[config.mk]
export PLATFORM = sky130hd
export DESIGN_NAME = boot_bist_seq
export DESIGN_NICKNAME = d
export VERILOG_FILES = /design/src/rtl/boot_bist_seq.sv
export SDC_FILE = /design/constraint.sdc
export NUM_CORES = 1
export LEC_CHECK = 0
export BUFFER_PORTS_ARGS = -buffer_cell sky130_fd_sc_hd__buf_2
export CAP_MARGIN = 20
export CORE_ASPECT_RATIO = 1.5
export CORE_MARGIN = 2
export CORE_UTILIZATION = 60
export DETAILED_ROUTE_END_ITERATION = 10
export GPL_TIMING_DRIVEN = 0
export PLACE_DENSITY = 0.82
export SLEW_MARGIN = 10
export SYNTH_ARGS = -nofsm -noshare
export SYNTH_HDL_FRONTEND = slang
export SYNTH_SLANG_ARGS = --single-unit
[constraint.sdc]
create_clock -name clk_i -period 4.9 [get_ports clk_i]
set_clock_uncertainty 0.05 [all_clocks]
set_input_delay 0.735 -clock clk_i [delete_from_list [all_inputs] [get_ports clk_i]]
set_output_delay 0.735 -clock clk_i [all_outputs]
set_load 0.03 [all_outputs]
[src/rtl/boot_bist_seq.sv]
// Power-on sequencer: holds the core in reset, runs memory BIST with bounded
// retries and a watchdog, requests firmware load, then releases the core.
module boot_bist_seq #(
   parameter int unsigned BIST_TIMEOUT = 4096,
   parameter int unsigned RETRY_MAX    = 2,
   parameter int unsigned CNT_W        = 16
) (
   input  logic       clk_i,
   input  logic       rst_ni,
   input  logic       start_i,
   output logic       bist_start_o,
   input  logic       bist_test_i,
   input  logic       bist_go_i,
   output logic       fw_load_req_o,
   input  logic       fw_load_ack_i,
   output logic       core_rst_no,
   output logic       fetch_enable_o,
   output logic       pass_o,
   output logic       fail_o,
   output logic       timeout_o,
   output logic [2:0] retry_cnt_o,
   output logic [2:0] state_o
);

   typedef enum logic [2:0] {
      S_IDLE  = 3'd0,
      S_START = 3'd1,
      S_RUN   = 3'd2,
      S_COOL  = 3'd3,
      S_LOAD  = 3'd4,
      S_BOOT  = 3'd5,
      S_FAIL  = 3'd6
   } state_t;

   localparam logic [CNT_W-1:0] CNT_LAST  = CNT_W'(BIST_TIMEOUT - 1);
   localparam logic [CNT_W-1:0] CNT_ONE   = CNT_W'(1);
   localparam logic [2:0]       RETRY_LIM = 3'(RETRY_MAX);

   state_t           state_q, state_d;
   logic [CNT_W-1:0] cnt_q, cnt_d;
   logic [2:0]       retry_d;
   logic             timeout_d;
   logic             retry_take;

   // NOTE: every signal driven here gets a default first so no latch is inferred.
   always_comb begin
      state_d    = state_q;
      cnt_d      = cnt_q;
      retry_d    = retry_cnt_o;
      timeout_d  = timeout_o;
      retry_take = 1'b0;

      case (state_q)
         S_IDLE: begin
            if (start_i) begin
               state_d = S_START;
               cnt_d   = '0;
            end
         end
         S_START: begin
            cnt_d = cnt_q + 1'b1;
            if (cnt_q == CNT_LAST) begin
               timeout_d  = 1'b1;
               retry_take = 1'b1;
            end else if (bist_test_i) begin
               state_d = S_RUN;
            end
         end
         S_RUN: begin
            cnt_d = cnt_q + 1'b1;
            // A verdict arriving on the last watchdog cycle still counts.
            if (!bist_test_i) begin
               if (bist_go_i) state_d = S_LOAD;
               else           retry_take = 1'b1;
            end else if (cnt_q == CNT_LAST) begin
               timeout_d  = 1'b1;
               retry_take = 1'b1;
            end
         end
         S_COOL: begin
            // The watchdog counter doubles as the two-cycle cool-down timer.
            cnt_d = cnt_q + 1'b1;
            if (cnt_q == CNT_ONE) begin
               state_d = S_START;
               cnt_d   = '0;
            end
         end
         S_LOAD: begin
            if (fw_load_ack_i) state_d = S_BOOT;
         end
         default: ;
      endcase

      if (retry_take) begin
         if (retry_cnt_o < RETRY_LIM) begin
            state_d = S_COOL;
            retry_d = retry_cnt_o + 1'b1;
            cnt_d   = '0;
         end else begin
            state_d = S_FAIL;
         end
      end
   end

   // NOTE: sequential state uses non-blocking assignments only.
   always_ff @(posedge clk_i or negedge rst_ni) begin
      if (!rst_ni) begin
         state_q        <= S_IDLE;
         cnt_q          <= '0;
         retry_cnt_o    <= '0;
         bist_start_o   <= 1'b0;
         fw_load_req_o  <= 1'b0;
         core_rst_no    <= 1'b0;
         fetch_enable_o <= 1'b0;
         pass_o         <= 1'b0;
         fail_o         <= 1'b0;
         timeout_o      <= 1'b0;
      end else begin
         state_q        <= state_d;
         cnt_q          <= cnt_d;
         retry_cnt_o    <= retry_d;
         timeout_o      <= timeout_d;
         bist_start_o   <= (state_d == S_START) || (state_d == S_RUN);
         fw_load_req_o  <= (state_d == S_LOAD);
         core_rst_no    <= (state_d == S_BOOT);
         fetch_enable_o <= (state_q == S_BOOT) && (state_d == S_BOOT);
         pass_o         <= pass_o || (state_d == S_BOOT);
         fail_o         <= fail_o || (state_d == S_FAIL);
      end
   end

   assign state_o = state_q;

endmodule

==> results_dict.tcl, run 1 <==
set metrics [dict create \
    run_status "complete, no violations" \
    synth_flop_cell "sky130_fd_sc_hd__dfrtp_1" \
    syn2layout_area_growth_pct 13.7 \
    vias 1437 \
    synth_nets 181 \
    hold_viol_final 0 \
    slew_viol_final 0 \
    post_cts_buffers 0 \
    worst-endpoint-required_ns 4.99 \
    worstHoldPathType "in2async" \
    cp-startpoint "cnt_q[0]" \
    grt_antenna_before_repair 0 \
    core-area_um2 2620 \
    grt_max_degree 30 \
    worstSetupPathType "reg2reg" \
    grt_first_pass_wirelength_mm 5.89 \
    r2r.worst_path.cells 8 \
    kind_of_end_point_of_the_critical_path "register" \
    seq_power_share 0.374 \
    synth_sequential_area_ratio 0.445 \
    critPathLaunchType "register" \
    chipWidth_um 46.5 \
    totalPowerFinal_uw 1200 \
    post_synth_main_area_contributors "sky130_fd_sc_hd__dfrtp_1, sky130_fd_sc_hd__nor2_1, sky130_fd_sc_hd__a311oi_1, sky130_fd_sc_hd__a21oi_1, sky130_fd_sc_hd__nand2_1" \
    drt_first_iter_violations 46 \
    cts.root.buffer_cell "sky130_fd_sc_hd__clkbuf_8" \
    gr-usage-all-layers 0.264 \
    endpoint "cnt_q[14]" \
    drtPass1Iterations 4 \
    power.clock.fraction 0.161 \
    critical_path_cell_count 8 \
    r2r_setup_slack_ns 2.15 \
    post_cts_hold_buffer_count 0 \
    synth_edf_count 0 \
    io_pins 19 \
    drtAntennaViolNets 0 \
    p_switching_uw 550 \
    timing.final.crit_share 0.561 \
    dpl_cell_area_um2 1770 \
    switching_share 0.459 \
    synth-seq-cells 29 \
    synth_largest_type_area_fraction 0.445 \
    post_synth_num_cell_types 45 \
    fin_tns_setup_ns 0 \
    cts_inserted_buffers 5 \
    cts_buffer_depth 2 \
    cp_num_buf_inv 1 \
    initial_core_util 0.622 \
    synth_warnings 0 \
    remaining_drc_errors 0 \
    power.density_nw_per_um2 647 \
    layout.cell_area.non_filler_um2 1850 \
    dpl_worst_slack_ns 2.18 \
    clkSinkCount 29 \
    power_report.internal_total_uw 648 \
    cts-resized-gates 0 \
    row_count 23 \
    crit_path_cell_chain "ha_1, nand3_1, nor3_1, and3_1, o221ai_2, nor3_4, buf_4, a311oi_1" \
    most_common_cell_in_the_synthesized_netlist "sky130_fd_sc_hd__dfrtp_1" \
    die_area_um2 3160 \
    timing.critical_path.slowest_stage_cell "sky130_fd_sc_hd__nor3_1" \
    fin_crit_ns 2.75 \
    worst-endpoint-arrival_ns 2.84 \
    postSynth.asyncResetShare 1.00 \
    p_comb_frac 0.465 \
    gp_congestion 0.868 \
    detailed_placement_wirelength_estimate_mm 2.58 \
    synthesis.area_um2 1630 \
    clk_latency_ns 0.29 \
    worst_r2r_startpoint "cnt_q[0]" \
    crit-reg2reg-capture "cnt_q[14]" \
    path_delay_family "simple AND/OR/NAND/NOR gates" \
    max-slew-margin-rel 0.578 \
    final_net_count 206 \
    critPathMaxStageDelay_ns 0.51 \
    worst_pin_slew_ns 0.633 \
    globalRoute.totalOverflow 0 \
    cts_max_level 2 \
    synth_area_per_cell_um2 9.47 \
    p_leak_uw 0.000803 \
    tritoncts "done" \
    clock.fmax_ghz 0.364 \
    insertedDiodeCount 0 \
    grt_setup_unrepaired "no" \
    first_global_vias 1344 \
    vias_per_inst 6.11 \
    final_critical_path_setup_slack_ns 2.15 \
    timing.max_cap.violations 0 \
    routed_wirelength_mm 3.56 \
    worst_ir_drop_vdd_mv 0.339 \
    clkTransAtPathRegs_ns 0.07 \
    route.detailed.wl_per_inst_um 15.1 \
    post_synth_inst_count 172 \
    die_height_um 67.8 \
    worst-path-max-fanout 10 \
    ys_top_cells_by_count "sky130_fd_sc_hd__dfrtp_1, sky130_fd_sc_hd__nor2_1, sky130_fd_sc_hd__a21oi_1" \
    setup_viol 0 \
    drive_gt1_frac 0.202 \
    place.port_buffers 18 \
    netlist.top_cell.by_area "sky130_fd_sc_hd__dfrtp_1" \
]
power groups by stage:
| stage | registers [uW] | clock network, uW | logic (uW) |
|---|---|---|---|
| 2_1_floorplan | 502 | 0 | 357 |
| 3_3_place_gp | 443 | 0 | 542 |
| 3_5_place_dp | 448 | 0 | 558 |
| 4_1_cts | 445 | 196 | 559 |
| 5_1_grt | 463 | 206 | 622 |
| 6_report | 448 | 193 | 557 |
flip-flops by register name, summed over array words and instances, names as in the netlist:
signal / flops
bist_start_o: 1
cnt_q: 16
core_rst_no: 1
fail_o: 1
fetch_enable_o: 1
fw_load_req_o: 1
pass_o: 1
retry_cnt_o: 3
state_o: 3
timeout_o: 1
area by class of cell:
type,instances,area (um2)
Clock inverter,3,17.5
Fill cell,208,767
Clock buffer,5,68.8
Buffer,7,48.8
Tap cell,37,46.3
Inverter,4,15.0
Sequential cell,29,726
Multi-Input combinational cell,132,840
Timing Repair Buffer,18,90.1
worst min-delay path by stage:
| stage | slack, ns | from | to |
|---|---|---|---|
| floorplan | 0.39 | rst_ni | bist_start_o |
| CTS | 0.42 | pass_o | pass_o |
| finish | 0.41 | rst_ni | cnt_q[5] |
| global route | 0.44 | pass_o | pass_o |
| detailed placement | 0.41 | pass_o | pass_o |
| global placement | 0.39 | timeout_o | timeout_o |
through the flow:
step / util / hold slack, ns / instances
after floorplan: - / 0.389 / 172
after global placement: 0.674 / 0.389 / 227
after detailed placement: 0.674 / 0.409 / 227
after CTS: 0.707 / 0.423 / 235
after global routing: 0.707 / 0.442 / 235
final: 0.707 / 0.410 / 235
placed cells by master, fill, tap and decap left out, types with 2 or more instances in the layout:
| master | instances |
|---|---|
| sky130_fd_sc_hd__clkbuf_8 | 5 |
| sky130_fd_sc_hd__nor2b_1 | 2 |
| sky130_fd_sc_hd__a21o_2 | 2 |
| sky130_fd_sc_hd__nor3_1 | 8 |
| sky130_fd_sc_hd__xor2_1 | 2 |
| sky130_fd_sc_hd__clkinv_2 | 2 |
| sky130_fd_sc_hd__nand4_1 | 6 |
| sky130_fd_sc_hd__a21oi_1 | 12 |
| sky130_fd_sc_hd__nand2_1 | 11 |
| sky130_fd_sc_hd__nand3_1 | 6 |
| sky130_fd_sc_hd__nor4_1 | 6 |
| sky130_fd_sc_hd__a21o_1 | 2 |
| sky130_fd_sc_hd__buf_2 | 18 |
| sky130_fd_sc_hd__buf_6 | 2 |
| sky130_fd_sc_hd__o211a_1 | 2 |
| sky130_fd_sc_hd__nor2_1 | 26 |
| sky130_fd_sc_hd__o21ai_0 | 5 |
| sky130_fd_sc_hd__ha_1 | 3 |
| sky130_fd_sc_hd__inv_1 | 4 |
| sky130_fd_sc_hd__and3_1 | 4 |
| sky130_fd_sc_hd__a211oi_1 | 2 |
| sky130_fd_sc_hd__nor3b_1 | 2 |
| sky130_fd_sc_hd__buf_4 | 2 |
| sky130_fd_sc_hd__dfrtp_1 | 29 |
| sky130_fd_sc_hd__a311oi_1 | 9 |
| sky130_fd_sc_hd__clkbuf_1 | 3 |
layer usage:
metal | up-vias | routed length [um] | track usage
li1 | 694 | - | -
met1 | 689 | 1460 | 0.291
met2 | 44 | 1850 | 0.443
met3 | 10 | 163 | 0.0660
met4 | 0 | 82 | 0.157
met5 | - | 0 | 0
worst register-to-register path: cells and delay by family (launching register included):
kind	cells	cell delay, ns
compound gates	2	0.23
fa+ha+maj	1	0.21
buf+inv	1	0.26
flops	1	0.43
simple gates	4	1.43
logic make-up after synthesis:
kind of cell,after synthesis,share of synthesized area
muxes,1,0.00614
adders and majority gates,3,0.0230
buffers and inverters,11,0.0392
and+or+nand+nor,83,0.277
AOI/OAI and AO/OA,43,0.199
xor gates and xnor gates,2,0.0108
DFF,29,0.445
Power figures use the tool's default switching activity.
==> run 2: changes to the inputs <==
CORE_UTILIZATION = 52   (was 60)
PLACE_DENSITY = 0.75   (was 0.82)
clock period = 2.5 ns   (was 4.9 ns; I/O delays follow)
==> run 2 against run 1 <==
Effect of this change: clock power rose by 120%; critical path type unchanged; setup slack worse by 2.0 ns; critical endpoint is now pass_o; first-iteration DRC count decreased by 20%; fmax rose by 19%; highest routed layer unchanged; clock-buffer cell count rose by 2; largest cell class unchanged; flip-flop and latch count unchanged.
==> results_dict.tcl, run 2 (same netlist as run 1, synthesis figures left out) <==
set metrics [dict create \
    power.density_nw_per_um2 1280 \
    switching_share 0.449 \
    row_count 24 \
    syn2layout_area_growth_pct 16.7 \
    drive_gt1_frac 0.226 \
    worst-endpoint-required_ns 2.62 \
    final_net_count 207 \
    final_critical_path_setup_slack_ns 0.195 \
    timing.final.crit_share 0.922 \
    grt_setup_unrepaired "no" \
    max-slew-margin-rel 0.567 \
    initial_core_util 0.554 \
    detailed_placement_wirelength_estimate_mm 2.59 \
    power.clock.fraction 0.175 \
    gp_congestion 0.871 \
    dpl_worst_slack_ns -0.277 \
    clock.fmax_ghz 0.434 \
    worst_ir_drop_vdd_mv 0.611 \
    largest_register_ffs 16 \
    tritoncts "done" \
    post_cts_hold_buffer_count 0 \
    hold_viol_final 0 \
    timing.max_cap.violations 0 \
    slew_viol_final 0 \
    globalRoute.totalOverflow 0 \
    largest-register "cnt_q" \
    core-area_um2 2940 \
    grt_max_degree 30 \
    mostFrequentLayoutCell "sky130_fd_sc_hd__dfrtp_1" \
    insertedDiodeCount 0 \
    routed_wirelength_mm 3.69 \
    layout_common_cells "sky130_fd_sc_hd__dfrtp_1, sky130_fd_sc_hd__nor2_1, sky130_fd_sc_hd__buf_2, sky130_fd_sc_hd__a21oi_1, sky130_fd_sc_hd__nand2_1" \
    kind_of_end_point_of_the_critical_path "register" \
    cts_inserted_buffers 5 \
    drtAntennaViolNets 0 \
    die_height_um 72.6 \
    cts_max_level 2 \
    remaining_drc_errors 0 \
    worst-endpoint-arrival_ns 2.42 \
    die_area_um2 3610 \
    first_global_vias 1394 \
    run_status "complete, no violations" \
    gr-usage-all-layers 0.223 \
    worst-path-max-fanout 7 \
    route.detailed.wl_per_inst_um 15.5 \
    setup_viol 0 \
    clk_latency_ns 0.28 \
    chipWidth_um 49.7 \
    grt_first_pass_wirelength_mm 6.25 \
    cts.root.buffer_cell "sky130_fd_sc_hd__clkbuf_8" \
    io_pins 19 \
    critPathLaunchType "register" \
    clkSinkCount 29 \
    drt_first_iter_violations 37 \
    worstSetupPathType "reg2reg" \
    cts_buffer_depth 2 \
    worstHoldPathType "in2async" \
    fin_util 0.646 \
    totalPowerFinal_uw 2420 \
    drtPass1Iterations 4 \
    grt_antenna_before_repair 0 \
    p_comb_frac 0.461 \
    holdWs_ns 0.0693 \
    place.port_buffers 18 \
    vias_per_inst 6.05 \
    clkTransAtPathRegs_ns 0.06 \
    power_report.internal_total_uw 1340 \
    vias 1439 \
    p_switching_uw 1090 \
    p_leak_uw 0.000840 \
    seq_power_share 0.364 \
    worst_pin_slew_ns 0.650 \
    fin_crit_ns 2.31 \
]
## run 2: cell count changes in the layout (fill, tap and decap cells not counted), sizes merged
cell,before,now
clkbuf,8,10
clkinvlp,1,0
clkinv,2,1
buf,22,23
## run 2: final timing paths
check	start	to	slack [ns]	cells past startpoint
max in group asynchronous	rst_ni	retry_cnt_o[2]	1.90	1
max	cnt_q[4]	pass_o	0.19	6
min in group clk_i	pass_o	pass_o	0.41	1
max reg2reg	cnt_q[4]	pass_o	0.19	6
min	rst_ni	timeout_o	0.07	1
min reg2reg	pass_o	pass_o	0.41	1
## run 2: metal layers
layer	routed length (um)	GRT usage	vias up
li1	-	-	692
met1	1480	0.255	691
met2	1970	0.415	46
met3	170	0.0391	10
met4	74	0.0741	0
met5	0	0	-
## run 2: power groups by stage
stage          logic, uW  registers [uW]  clock network (uW)
3_5_place_dp        1090             882                   0
6_report            1120             882                 425
2_1_floorplan        699             984                   0
5_1_grt             1220             912                 447
4_1_cts             1100             875                 436
3_3_place_gp        1070             868                   0
## run 2: worst max-delay path, cell delays in order (launching register included)
cell                       delay [ns]
sky130_fd_sc_hd__dfrtp_1         0.47
sky130_fd_sc_hd__nand4_1         0.37
sky130_fd_sc_hd__nor4_4          0.50
sky130_fd_sc_hd__nor2_2          0.08
sky130_fd_sc_hd__o311ai_4        0.39
sky130_fd_sc_hd__nor3_1          0.11
sky130_fd_sc_hd__or2_1           0.21
## run 2: what timing repair did
| item | in CTS | in global routing |
|---|---|---|
| gates resized for setup | 1 | 5 |
| setup buffers | 1 | 0 |
| endpoints found under the setup margin | 19 | 21 |
| pin swaps | 1 | 1 |
## run 2: final cells by class
type,count,area [um2]
Sequential cell,29,726
Multi-Input combinational cell,132,862
Clock buffer,7,96.3
Timing Repair Buffer,19,97.6
Fill cell,266,1040
Clock inverter,1,5.00
Buffer,7,50.0
Inverter,4,15.0
Tap cell,39,48.8
## run 2: per-stage QoR
stage                     instance area [um2]  cells  setup TNS [ns]
after detailed placement                 1770    229           -2.90
after global routing                     1900    238               0
final                                    1900    238               0
after global placement                   1770    229           -2.21
after floorplan                          1630    172               0
after CTS                                1880    238               0
==> run 3: changes to the inputs <==
CAP_MARGIN = not set   (was 20)
CORE_UTILIZATION = 60   (was 52)
PLACE_DENSITY = 0.82   (was 0.75)
clock period = 2.9 ns   (was 2.5 ns; I/O delays follow)
==> run 3 against run 2 <==
Effect of this change: wire length fell by 3.0%; die area down 12%; fmax decreased by 11%; final area decreased by 2.3%; clock power is 23% lower; first-iteration DRC count increased by 84%; critical path depth is 2 higher; register-to-register slack better by 0.11 ns; critical path type unchanged; largest power group unchanged.
==> results_dict.tcl, run 3 (same netlist as run 1, synthesis figures left out) <==
set metrics [dict create \
    worst-path-max-fanout 10 \
    first_global_vias 1344 \
    worst_ir_drop_vdd_mv 0.574 \
    drt_first_iter_violations 68 \
    mostFrequentLayoutCell "sky130_fd_sc_hd__dfrtp_1" \
    post_cts_buffers 0 \
    syn2layout_area_growth_pct 14.0 \
    clkTransAtPathRegs_ns 0.07 \
    kind_of_end_point_of_the_critical_path "register" \
    clkSinkCount 29 \
    drive_gt1_frac 0.207 \
    critPathMaxStageDelay_ns 0.43 \
    routed_wirelength_mm 3.59 \
    route.detailed.wl_per_inst_um 15.3 \
    p_comb_frac 0.465 \
    final_critical_path_setup_slack_ns 0.301 \
    gp_congestion 0.868 \
    cts_inserted_buffers 5 \
    p_leak_uw 0.000803 \
    largest_register_ffs 16 \
    clk_latency_ns 0.29 \
    cts.root.buffer_cell "sky130_fd_sc_hd__clkbuf_8" \
    tritoncts "done" \
    worst_r2r_startpoint "cnt_q[0]" \
    slew_viol_final 0 \
    hold_viol_final 0 \
    worstHoldPathType "in2async" \
    fin_tns_setup_ns 0 \
    timing.critical_path.slowest_stage_cell "sky130_fd_sc_hd__dfrtp_1" \
    r2r.worst_path.cells 8 \
    crit-reg2reg-capture "cnt_q[14]" \
    cts_buffer_depth 2 \
    vias_per_inst 6.08 \
    detailed_placement_wirelength_estimate_mm 2.58 \
    r2r_setup_slack_ns 0.30 \
    largest-register "cnt_q" \
    timing.max_cap.violations 0 \
    drtAntennaViolNets 0 \
    cts_max_level 2 \
    remaining_drc_errors 0 \
    gr-usage-all-layers 0.264 \
    globalRoute.totalOverflow 0 \
    switching_share 0.460 \
    p_switching_uw 932 \
    io_pins 19 \
    place.port_buffers 18 \
    row_count 23 \
    insertedDiodeCount 0 \
    initial_core_util 0.622 \
    worstSetupPathType "reg2reg" \
    drtPass1Iterations 4 \
    die_area_um2 3160 \
    worst-endpoint-required_ns 2.99 \
    die_height_um 67.8 \
    core-area_um2 2620 \
    power.density_nw_per_um2 1090 \
    layout_common_cells "sky130_fd_sc_hd__dfrtp_1, sky130_fd_sc_hd__nor2_1, sky130_fd_sc_hd__buf_2, sky130_fd_sc_hd__a21oi_1, sky130_fd_sc_hd__nand2_1" \
    grt_antenna_before_repair 0 \
    fin_crit_ns 2.60 \
    worst-endpoint-arrival_ns 2.69 \
    crit_path_cell_chain "ha_1, nand3_1, nor3_2, and3_1, o221ai_2, nor3_4, buf_4, a311oi_1" \
    dpl_worst_slack_ns 0.184 \
    grt_max_degree 30 \
    critPathLaunchType "register" \
    final_net_count 206 \
    timing.final.crit_share 0.896 \
    worst_pin_slew_ns 0.631 \
    setup_viol 0 \
    vias 1429 \
    grt_setup_unrepaired "no" \
    power_report.internal_total_uw 1090 \
    run_status "complete, no violations" \
    grt_first_pass_wirelength_mm 5.89 \
    power.clock.fraction 0.162 \
    chipWidth_um 46.5 \
    clock.fmax_ghz 0.385 \
    max-slew-margin-rel 0.579 \
    seq_power_share 0.373 \
]
==> run 3: cell count changes in the layout (fill, tap and decap cells not counted) <==
cell                         delta
sky130_fd_sc_hd__clkbuf_8       -2
sky130_fd_sc_hd__a2bb2oi_1      +1
sky130_fd_sc_hd__a2bb2oi_2      -1
sky130_fd_sc_hd__buf_4          -1
sky130_fd_sc_hd__clkbuf_1       +1
sky130_fd_sc_hd__clkbuf_2       -1
sky130_fd_sc_hd__clkinv_2       +1
sky130_fd_sc_hd__clkinvlp_4     +1
sky130_fd_sc_hd__nand3_1        +1
sky130_fd_sc_hd__nand3_2        -1
sky130_fd_sc_hd__nor3_2         +1
sky130_fd_sc_hd__nor3_4         -1
==> run 3: timing repair <==
item	in CTS	in global routing
gates resized for setup	0	1
hold buffers	0	0
setup endpoints to repair	0	5
==> run 3: worst max-delay path by stage <==
stage              start   endpoint  slack, ns  cells after the start
6_report        cnt_q[0]  cnt_q[14]       0.30                      8
5_1_grt         cnt_q[0]  cnt_q[14]       0.10                      8
4_1_cts         cnt_q[0]  cnt_q[14]       0.17                      8
3_5_place_dp    cnt_q[0]  cnt_q[14]       0.18                      8
3_3_place_gp    cnt_q[0]  cnt_q[14]       0.20                      8
2_1_floorplan  cnt_q[12]  cnt_q[14]       0.63                      6
==> run 3: power by group through the flow <==
stage          clock network, uW  logic, uW  registers, uW
2_1_floorplan                  0        603            848
3_3_place_gp                   0        916            748
3_5_place_dp                   0        942            756
4_1_cts                      331        945            752
5_1_grt                      349       1050            783
6_report                     329        942            756
==> run 3: final cells by class <==
cell class                      instances  area, um2
Multi-Input combinational cell        132        845
Inverter                                4       15.0
Timing Repair Buffer                   18       90.1
Fill cell                             207        762
Buffer                                  7       48.8
Sequential cell                        29        726
Clock buffer                            5       68.8
Tap cell                               37       46.3
Clock inverter                          3       17.5
==> run 3: routing by layer <==
| metal | GRT usage | routed length (um) | vias up |
|---|---|---|---|
| met2 | 0.443 | 1880 | 44 |
| li1 | - | - | 694 |
| met5 | 0 | 0 | - |
| met1 | 0.291 | 1440 | 681 |
| met3 | 0.0660 | 182 | 10 |
| met4 | 0.157 | 81 | 0 |
==> run 3: through the flow <==
stage          instance area [um2]  total power (uW)   util  hold slack [ns]  instances
2_1_floorplan                 1630              1450      -           0.0894        172
3_3_place_gp                  1770              1660  0.674            0.389        227
3_5_place_dp                  1770              1700  0.674            0.409        227
5_1_grt                       1860              2180  0.709            0.170        235
4_1_cts                       1850              2030  0.707            0.137        235
6_report                      1860              2030  0.709            0.107        235
==> run 3: critical path, delay by kind of cell (launching register included) <==
family / cells / cell delay (ns)
flip-flops: 1 / 0.43
AO/OA/AOI/OAI: 2 / 0.23
buffers and inverters: 1 / 0.26
adder cells (fa/ha/maj): 1 / 0.21
AND/OR/NAND/NOR: 4 / 1.27
